**src/rtl/sort_batch_ctrl.sv**
```systemverilog
// Streaming front-end for the 8-entry selection sorter: loads a batch of 8 bytes,
// starts the sort under a watchdog, then streams the sorted bytes back out.
module sort_batch_ctrl #(
  parameter int TIMEOUT = 127
) (
  input  logic       clk,
  input  logic       rst,
  input  logic       in_valid,
  output logic       in_ready,
  input  logic [7:0] in_data,
  output logic       out_valid,
  input  logic       out_ready,
  output logic [7:0] out_data,
  output logic       out_last,
  output logic       busy,
  output logic       err,
  output logic [7:0] batches,
  output logic       srt_nrst,
  output logic       srt_start,
  output logic       srt_wr,
  output logic [2:0] srt_addr,
  output logic [7:0] srt_datain,
  input  logic [7:0] srt_dataout,
  input  logic       srt_ready
);

  typedef enum logic [2:0] {LOAD, START, SORT, RD_ADDR, RD_CAP, RD_OUT} state_t;

  localparam logic [7:0] TMO = 8'(TIMEOUT);

  state_t     state;
  logic [2:0] cnt;
  logic [7:0] timer;

  assign in_ready   = (state == LOAD) && srt_ready && !rst;
  assign srt_wr     = in_ready && in_valid;
  assign srt_datain = in_data;
  assign srt_addr   = cnt;
  assign srt_nrst   = ~rst;
  assign srt_start  = (state == START) && !rst;
  assign out_valid  = (state == RD_OUT) && !rst;
  assign out_last   = out_valid && (cnt == 3'd7);
  assign busy       = (state != LOAD);

  always_ff @(posedge clk) begin
    if (rst) begin
      state    <= LOAD;
      cnt      <= 3'd0;
      timer    <= 8'd0;
      out_data <= 8'd0;
      err      <= 1'b0;
      batches  <= 8'd0;
    end else begin
      case (state)
        LOAD: begin
          // cnt wraps 7 -> 0 on the last write, leaving it ready for readout
          if (srt_wr) begin
            cnt <= cnt + 3'd1;
            if (cnt == 3'd7) state <= START;
          end
        end
        START: begin
          timer <= 8'd0;
          state <= SORT;
        end
        SORT: begin
          timer <= timer + 8'd1;
          // timer==0 marks the first SORT cycle, where srt_ready is still stale
          if (timer != 8'd0 && srt_ready) begin
            cnt   <= 3'd0;
            state <= RD_ADDR;
          end else if (timer == TMO) begin
            err   <= 1'b1;
            cnt   <= 3'd0;
            state <= LOAD;
          end
        end
        RD_ADDR: state <= RD_CAP;
        RD_CAP: begin
          out_data <= srt_dataout;
          state    <= RD_OUT;
        end
        RD_OUT: begin
          if (out_ready) begin
            if (cnt == 3'd7) begin
              batches <= batches + 8'd1;
              cnt     <= 3'd0;
              state   <= LOAD;
            end else begin
              cnt   <= cnt + 3'd1;
              state <= RD_ADDR;
            end
          end
        end
        default: state <= LOAD;
      endcase
    end
  end

endmodule

```
**config.mk**
```make
export PLATFORM = sky130hd
export DESIGN_NAME = sort_batch_ctrl
export DESIGN_NICKNAME = d
export VERILOG_FILES = /design/src/rtl/sort_batch_ctrl.sv
export SDC_FILE = /design/constraint.sdc
export NUM_CORES = 1
export LEC_CHECK = 0
export CAP_MARGIN = 15
export CORE_ASPECT_RATIO = 0.9
export CORE_MARGIN = 3
export CORE_UTILIZATION = 48
export CTS_CLUSTER_DIAMETER = 120
export CTS_CLUSTER_SIZE = 24
export DETAILED_ROUTE_END_ITERATION = 8
export PLACE_DENSITY = 0.84
export SYNTH_ARGS = -nofsm -noshare
export SYNTH_HDL_FRONTEND = slang
export SYNTH_SLANG_ARGS = --single-unit
```
**constraint.sdc**
```tcl
create_clock -name clk -period 4.7 [get_ports clk]
set_input_delay 0.94 -clock clk [delete_from_list [all_inputs] [get_ports clk]]
set_output_delay 0.94 -clock clk [all_outputs]
set_load 0.05 [all_outputs]
```
* Word level (Yosys, flattened, before mapping)
Cells that the tools add are included.
Storage, ports and cells: input bits 21, word-level logic and storage cells 52, register bits after elaboration 31
Cells by class: add/sub/neg operators 3, bitwise operators 2, equality and inequality tests 11, multiplexer cells 13, reductions and logical operators 17
Operators with widths (count):
- $mux W3 | 9
- $pmux W3 S6 | 1
- $add A8 B1 Y8 const B | 2
- $pmux W8 S2 | 1
- $eq A3 B3 Y1 const B | 3
- $pmux W3 S3 | 1
- $eq A8 B7 Y1 const B | 1
- $reduce_and A4 Y1 | 2
- $reduce_bool A8 Y1 | 1
- $logic_and A1 B1 Y1 | 7
- $eq A3 B2 Y1 const B | 2
- $reduce_and A3 Y1 | 2
- $reduce_bool A3 Y1 | 2
- $ne A2 B2 Y1 const B | 2
- $add A3 B1 Y3 const B | 1
- $eq A3 B1 Y1 const B | 1
- $logic_not A3 Y1 | 1
- $ne A3 B3 Y1 const B | 1
- $mux W2 | 1
- $ne A2 B1 Y1 const B | 1
- $not A1 Y1 | 2
- $reduce_bool A2 Y1 | 1
- $logic_not A1 Y1 | 1

* Depth between registers and ports, before layout
word-level depth 6, gate-level depth with buffers 7, mapped depth without buffers 6

* Worst setup path before layout
Ideal clock, no wire load.
path kind input -> output, start input rst, end output out_last, stages 3, data required time 3760 ps, data arrival time 2819 ps, setup slack 941 ps, cell sequence clkbuf_1 nor3_1 and2_1
Between the ends: word-level cells in the longest chain between the ends 3
RTL lines:
- from (decl) | line 7 | input logic rst,
- $logic_not A1 Y1 | line 41 | assign out_valid = (state == RD_OUT) && !rst;
- $logic_and A1 B1 Y1 | line 41
- named net out_valid | line 11 | output logic out_valid,
- $logic_and A1 B1 Y1 | line 42 | assign out_last = out_valid && (cnt == 3'd7);
- to (decl) | line 14 | output logic out_last,
The timed path passes the listed nets, and every way through them passes these cells.

* Final worst setup path
start input rst, end output out_last
Between the ends: word-level cells in the longest chain between the ends 3
RTL lines (line):
- $logic_not A1 Y1 | 41
- $logic_and A1 B1 Y1 | 41
- $logic_and A1 B1 Y1 | 42
No other way between the ends.

==> results.py <==
metrics = {
    "floorplanning": {
        "core_area_um2": 3140,
        "rows": 19,
        "dieWidth_um": 67.3,
        "start_util": 0.517,
        "io_pins": 56,
        "die_y_um": 61.1,
        "die_area_um2": 4110,
    },
    "clocking": {
        "htreeDepth": 2,
        "path_clk_slew_ns": 0.06,
        "cts_sinks": 31,
        "cts_hold_buf": 0,
        "ctsResizeCount": 0,
        "cts_root_buf": "clkbuf_8",
        "clk_latency_ns": 0.29,
        "cts_tree": "built",
        "clockBufferDepth": 2,
        "post_cts_buffers": 0,
        "cts_made_buffers": 5,
    },
    "sta": {
        "setup_tns_ns": 0,
        "report.final.slew_viol_count": 0,
        "fmax_mhz": 255,
        "finalClockSkew_ns": 0.00320,
        "worst_pin_slew_ns": 0.667,
        "worst_slack_ns": 0.783,
        "finalSetupViolations": 0,
        "grt_setup_unrepaired": "no",
        "timing.final.crit_share": 0.833,
        "hold_viol": 0,
        "fin_crit_ns": 3.92,
        "max_slew_margin": 0.550,
    },
    "logic_synthesis": {
        "ys_seq_area_frac": 0.383,
        "synth_warnings": 0,
        "synthSimpleGateAreaFrac": 0.258,
        "synth_edf_count": 0,
        "ys.flop_type": "dfxtp_1",
        "synth_cell_types": 50,
        "yosys.area_share.adder": 0.0386,
        "synth_area_per_cell_um2": 8.58,
        "netlist_instances": 189,
        "synth_nets": 215,
        "synth_xor_area_frac": 0.0324,
        "ys_ff_latch": 31,
        "async_flop_share": 0,
        "synthMuxAreaShare": 0.0687,
        "syn_area_um2": 1620,
        "synth_compound_area_frac": 0.141,
        "synth_top_family_by_area": "simple AND/OR/NAND/NOR gates",
    },
    "job": {
        "cap_violations": 0,
    },
    "worst_setup_path": {
        "crit_start": "rst",
        "endpoint_kind": "output pin",
        "critical_path_class": "input pin to output pin",
        "crit_arrival_ns": 2.98,
        "reg2reg_from": "state[1]",
        "cp-start-kind": "input pin",
        "cp.required_ns": 3.76,
        "critical_path.max_fanout": 13,
    },
    "global_route": {
        "grt-ovfl-total": 0,
        "antenna_found_initial": 0,
        "grt_pass1_wl_um": 5780,
        "grtUsageTotal": 0.188,
        "grt_pass1_vias": 1277,
        "grt_max_degree": 23,
    },
    "placed_design": {
        "io_buffers": 39,
        "hpwl_um": 2640,
        "placed_area_um2": 1970,
        "post-place-ws_ns": 0.763,
        "gp_congestion": 0.859,
    },
    "detailed_routing": {
        "vias": 1463,
        "postRouteAntennaNets": 0,
        "drt_iter0_drc": 71,
        "route.detailed.drc": 0,
        "wl_per_cell_um": 14.0,
        "wl_um": 3640,
        "first_pass_iters": 4,
        "post_drt_via_cell_ratio": 5.63,
    },
    "finish": {
        "area_growth_pct": 26.6,
        "layout.nets": 243,
        "layout_common_cells": "clkdlybuf4s50_1, dfxtp_1, nor2_1",
        "n_fill_cell": 259,
        "fin_area_um2": 2050,
        "num_antenna_cells": 0,
        "drive_gt1_frac": 0.0642,
        "final_common_cell": "clkdlybuf4s50_1",
        "seq_area_um2": 621,
        "multi_input_area_um2": 875,
    },
    "run_status": {
        "outcome": "completed",
    },
    "power": {
        "peakVddDrop_mv": 0.189,
        "power_mw": 0.500,
        "power_density_nw_per_um2": 244,
        "leakagePower_nw": 0.736,
    },
    "hold_path": {
        "min_from": "err",
        "hp-class": "flip-flop to flip-flop",
    },
}
[cells by family after synthesis]
logic type | after synthesis
AOI/OAI and AO/OA | 34
xor gates and xnor gates | 6
adders and majority gates | 5
buffers and inverters | 25
DFF | 31
muxes | 11
and+or+nand+nor | 77
[through the flow]
stage	cells	hold slack [ns]	utilization
4_1_cts	260	0.486	0.654
6_report	260	0.481	0.654
3_3_place_gp	252	0.468	0.628
5_1_grt	260	0.523	0.654
3_5_place_dp	252	0.468	0.628
2_1_floorplan	189	0.478	-
[report_power, final]
part / total [mW] / leakage [nW] / internal (mW) / switching [mW]
registers: 0.264 / 0.250 / 0.263 / 0.000655
logic: 0.0319 / 0.445 / 0.0147 / 0.0173
clock network: 0.204 / 0.0422 / 0.104 / 0.101
[worst paths after layout]
kind	end	slack, ns	depth (start not counted)
worst max-delay path	out_last	0.78	4
worst min-delay path	err	0.48	2
worst max register to register	timer[7]	2.73	4
worst min register to register	err	0.48	2
[registers in the layout, summed over array words and instances, names as in the netlist]
register	count
state	3
err	1
timer	8
srt_addr	3
out_data	8
batches	8
[metal layers]
| layer | vias up | track usage | share of wire |
|---|---|---|---|
| li1 | 723 | - | - |
| met2 | 46 | 0.270 | 0.44 |
| met5 | - | 0 | 0 |
| met4 | 0 | 0.107 | 0.029 |
| met1 | 681 | 0.260 | 0.47 |
| met3 | 13 | 0.0420 | 0.062 |
[area by class of cell]
class                   instances  area share
clock buffers                   7      0.0372
well taps                      42      0.0256
flip-flops and latches         31       0.302
multi-input cells             133       0.426
clock inverters                 1     0.00244
inverters                       5     0.00914
repair buffers                 41       0.197
[cells in the mapped netlist (all sizes together) (4+ instances only)]
cell type / n / area, um^2
a21oi: 12 / 63.8
buf: 11 / 73.8
clkbuf: 9 / 33.8
dfxtp: 31 / 621
ha: 5 / 62.6
inv: 5 / 18.8
mux2i: 10 / 100
nand2: 11 / 41.3
nand3: 6 / 30.0
nand4: 5 / 31.3
nor2: 23 / 86.3
nor3: 4 / 20.0
o21ai: 7 / 38.8
or3: 4 / 25.0
xor2: 4 / 35.0
[critical path: stages]
cell	delay [ns]
clkdlybuf4s50_1	0.64
nor3_1	0.42
and2_1	0.18
clkdlybuf4s50_1	0.79
Note: power is estimated with default switching activity, not from simulation.
==> RTL change, RTL diff (same settings) <==
Reset style: asynchronous (`rst`), changed in one clocked block.
--- a/src/rtl/sort_batch_ctrl.sv
+++ b/src/rtl/sort_batch_ctrl.sv
@@ -42,7 +42,7 @@
   assign out_last   = out_valid && (cnt == 3'd7);
   assign busy       = (state != LOAD);
 
-  always_ff @(posedge clk) begin
+  always_ff @(posedge clk or posedge rst) begin
     if (rst) begin
       state    <= LOAD;
       cnt      <= 3'd0;
Behaviour: differs if rst is asserted again (counterexample within 4 cycles, from zero or initial values and one cycle with rst high); with rst held inactive, the same outputs for 10 cycles.
==> RTL change against the original RTL <==
  * First-iteration DRC count rose by 39%
  * Global-route usage rose by 0.44 points
  * Worst setup slack improved by 0.30 ns
  * Routed wire length fell by 5.7%
  * Critical endpoint is now srt_wr
  * Area after synthesis rose by 0.54%
  * Utilization rose by 1.6 points
  * Design area rose by 3.2%
  * Non-clock buffer count fell by 1
  * Sequential cell count did not move
Power is not compared: it rests on default switching activity, and its combinational part moved more than twofold at a synthesized area within 25%.
==> RTL change: results (changes against the original RTL) <==
status=completed; Synthesized Nets=183 (-15%); Lkg Pwr=0.943 nW; worst skew pair latency=0.28 ns; final RePlAce weighted congestion=0.810 (-5.6%); postcts setup bufs=0 (unchanged); GRT Overall Usage=19.2% (+0.44 points); worst path arrival time=2.67 ns (-0.31 ns); list of most frequent post-synthesis cells=31 x dfrtp_1, 14 x nand2_1, 9 x mux2_2, 9 x nor2_1; DP Wirelength=2.47 mm (-6.4%); Clk pin slew, worst setup/hold paths=0.06 ns (about the same); Seq/Total Area, Yosys=47.6% (+9.3 points); drt via density=5.64 (+0.17%); DR iter-0 viols=99 (+39%); Area contributors post-synth=dfrtp_1 48%, mux2_2 6.2%, ha_1 3.8%; worst vdd ir=374 uV; Post-CTS Resized=0 (unchanged); synth warn=0 (unchanged); Slowest-stage cell, CP=clkdlybuf4s50_1; Num CTS Buffers=5 (unchanged); Internal Power=0.744 mW; vias in the first global route=1298 (+1.6%); final wirelength=3.43 mm (-5.7%); CP max FO=6 (-7); max_slew headroom=44.1% (-11 points); Synth Flop Type=dfrtp_1; Synth async-reset ratio=100% (+100 points); crit-path leading delay family=buffers and inverters; DRT Pass-1 Iters=5 (+1); slowest stage delay, CP=0.81 ns (+0.02 ns); placed instance area=2000 um2 (+1.5%); HP Class=flip-flop to flip-flop; CTS root buf=clkbuf_8; largest registers=batches (8), out_data (8), timer (8); Antenna diodes=0 (unchanged); H-tree levels=2 (unchanged); global-route wire length before repair=5.82 mm (+0.71%); largest net degree at the start of global routing=32 (+39%); Nets=217 (-11%); Final Skew=0.00468 ns (+0.00149 ns); Port Buffer Count=39 (unchanged); share of layout cells above drive strength 1=12.5% (+6.1 points); clock buffer depth=2 (unchanged); endpoints failing setup=0 (unchanged); initial antenna violation count=0 (unchanged); Netlist cell types=41 (-18%)
[RTL change: changes by cell type in the layout (fill, tap and decap cells not counted), sizes merged, moves of 6 or more]
cell	before	now
dfxtp	31	0
dfrtp	0	31
nor2	23	9
mux2	1	9
mux2i	10	3
a21oi	12	6
[RTL change: logic make-up (layout without fill, tap and decap cells)]
kind of cell	after synthesis	count (layout)	share of synthesized area, %
XOR/XNOR	8	8	4.30
AO/OA/AOI/OAI	26	26	10.4
flip-flops	31	31	47.6
multiplexers	12	12	8.06
buffers and inverters	19	54	6.29
adder cells (fa/ha/maj)	5	5	3.84
AND/OR/NAND/NOR	56	56	19.6
[RTL change: layer usage]
layer / part of all wire, % / track usage (%)
met1: 41 / 23.1
met2: 47 / 29.3
met3: 9.5 / 7.85
met4: 3.0 / 11.6
met5: 0 / 0
[RTL change: cell type report]
type,count,area (um2)
sequential,31,776
clock buffer,6,82.6
fill,236,1040
multi-input combinational,107,752
inverter,6,22.5
tap,42,52.6
timing repair buffer,40,398
clock inverter,2,35.0
[RTL change: worst paths after layout]
path | start | to | slack, ns | depth (start not counted)
max in group asynchronous | rst | srt_addr[1] | 3.21 | 3
worst max-delay path | rst | srt_wr | 1.09 | 4
worst min-delay path | batches[7] | batches[7] | 0.48 | 1
worst max register to register | state[0] | srt_addr[0] | 2.70 | 4
min in group asynchronous | rst | timer[4] | 1.20 | 3
worst min register to register | batches[7] | batches[7] | 0.48 | 1
[RTL change: through the flow]
step | hold slack [ns] | power (mW) | worst slack [ns] | instances | utilization, %
floorplan | 0.484 | 0.868 | 1.31 | 157 | -
global placement | 0.458 | 1.02 | 1.11 | 226 | 63.3
detailed placement | 0.468 | 1.04 | 1.09 | 226 | 63.3
CTS | 0.477 | 1.31 | 1.09 | 234 | 67.0
global route | 0.510 | 1.38 | 0.991 | 234 | 67.0
finish | 0.476 | 1.30 | 1.09 | 234 | 67.0
[RTL change: power by group through the flow]
stage	Clock [mW]	Combinational [mW]	Sequential, mW
after floorplan	0	0.308	0.560
after global placement	0	0.602	0.415
after detailed placement	0	0.613	0.425
after CTS	0.274	0.615	0.423
after global routing	0.286	0.659	0.437
final	0.268	0.613	0.423
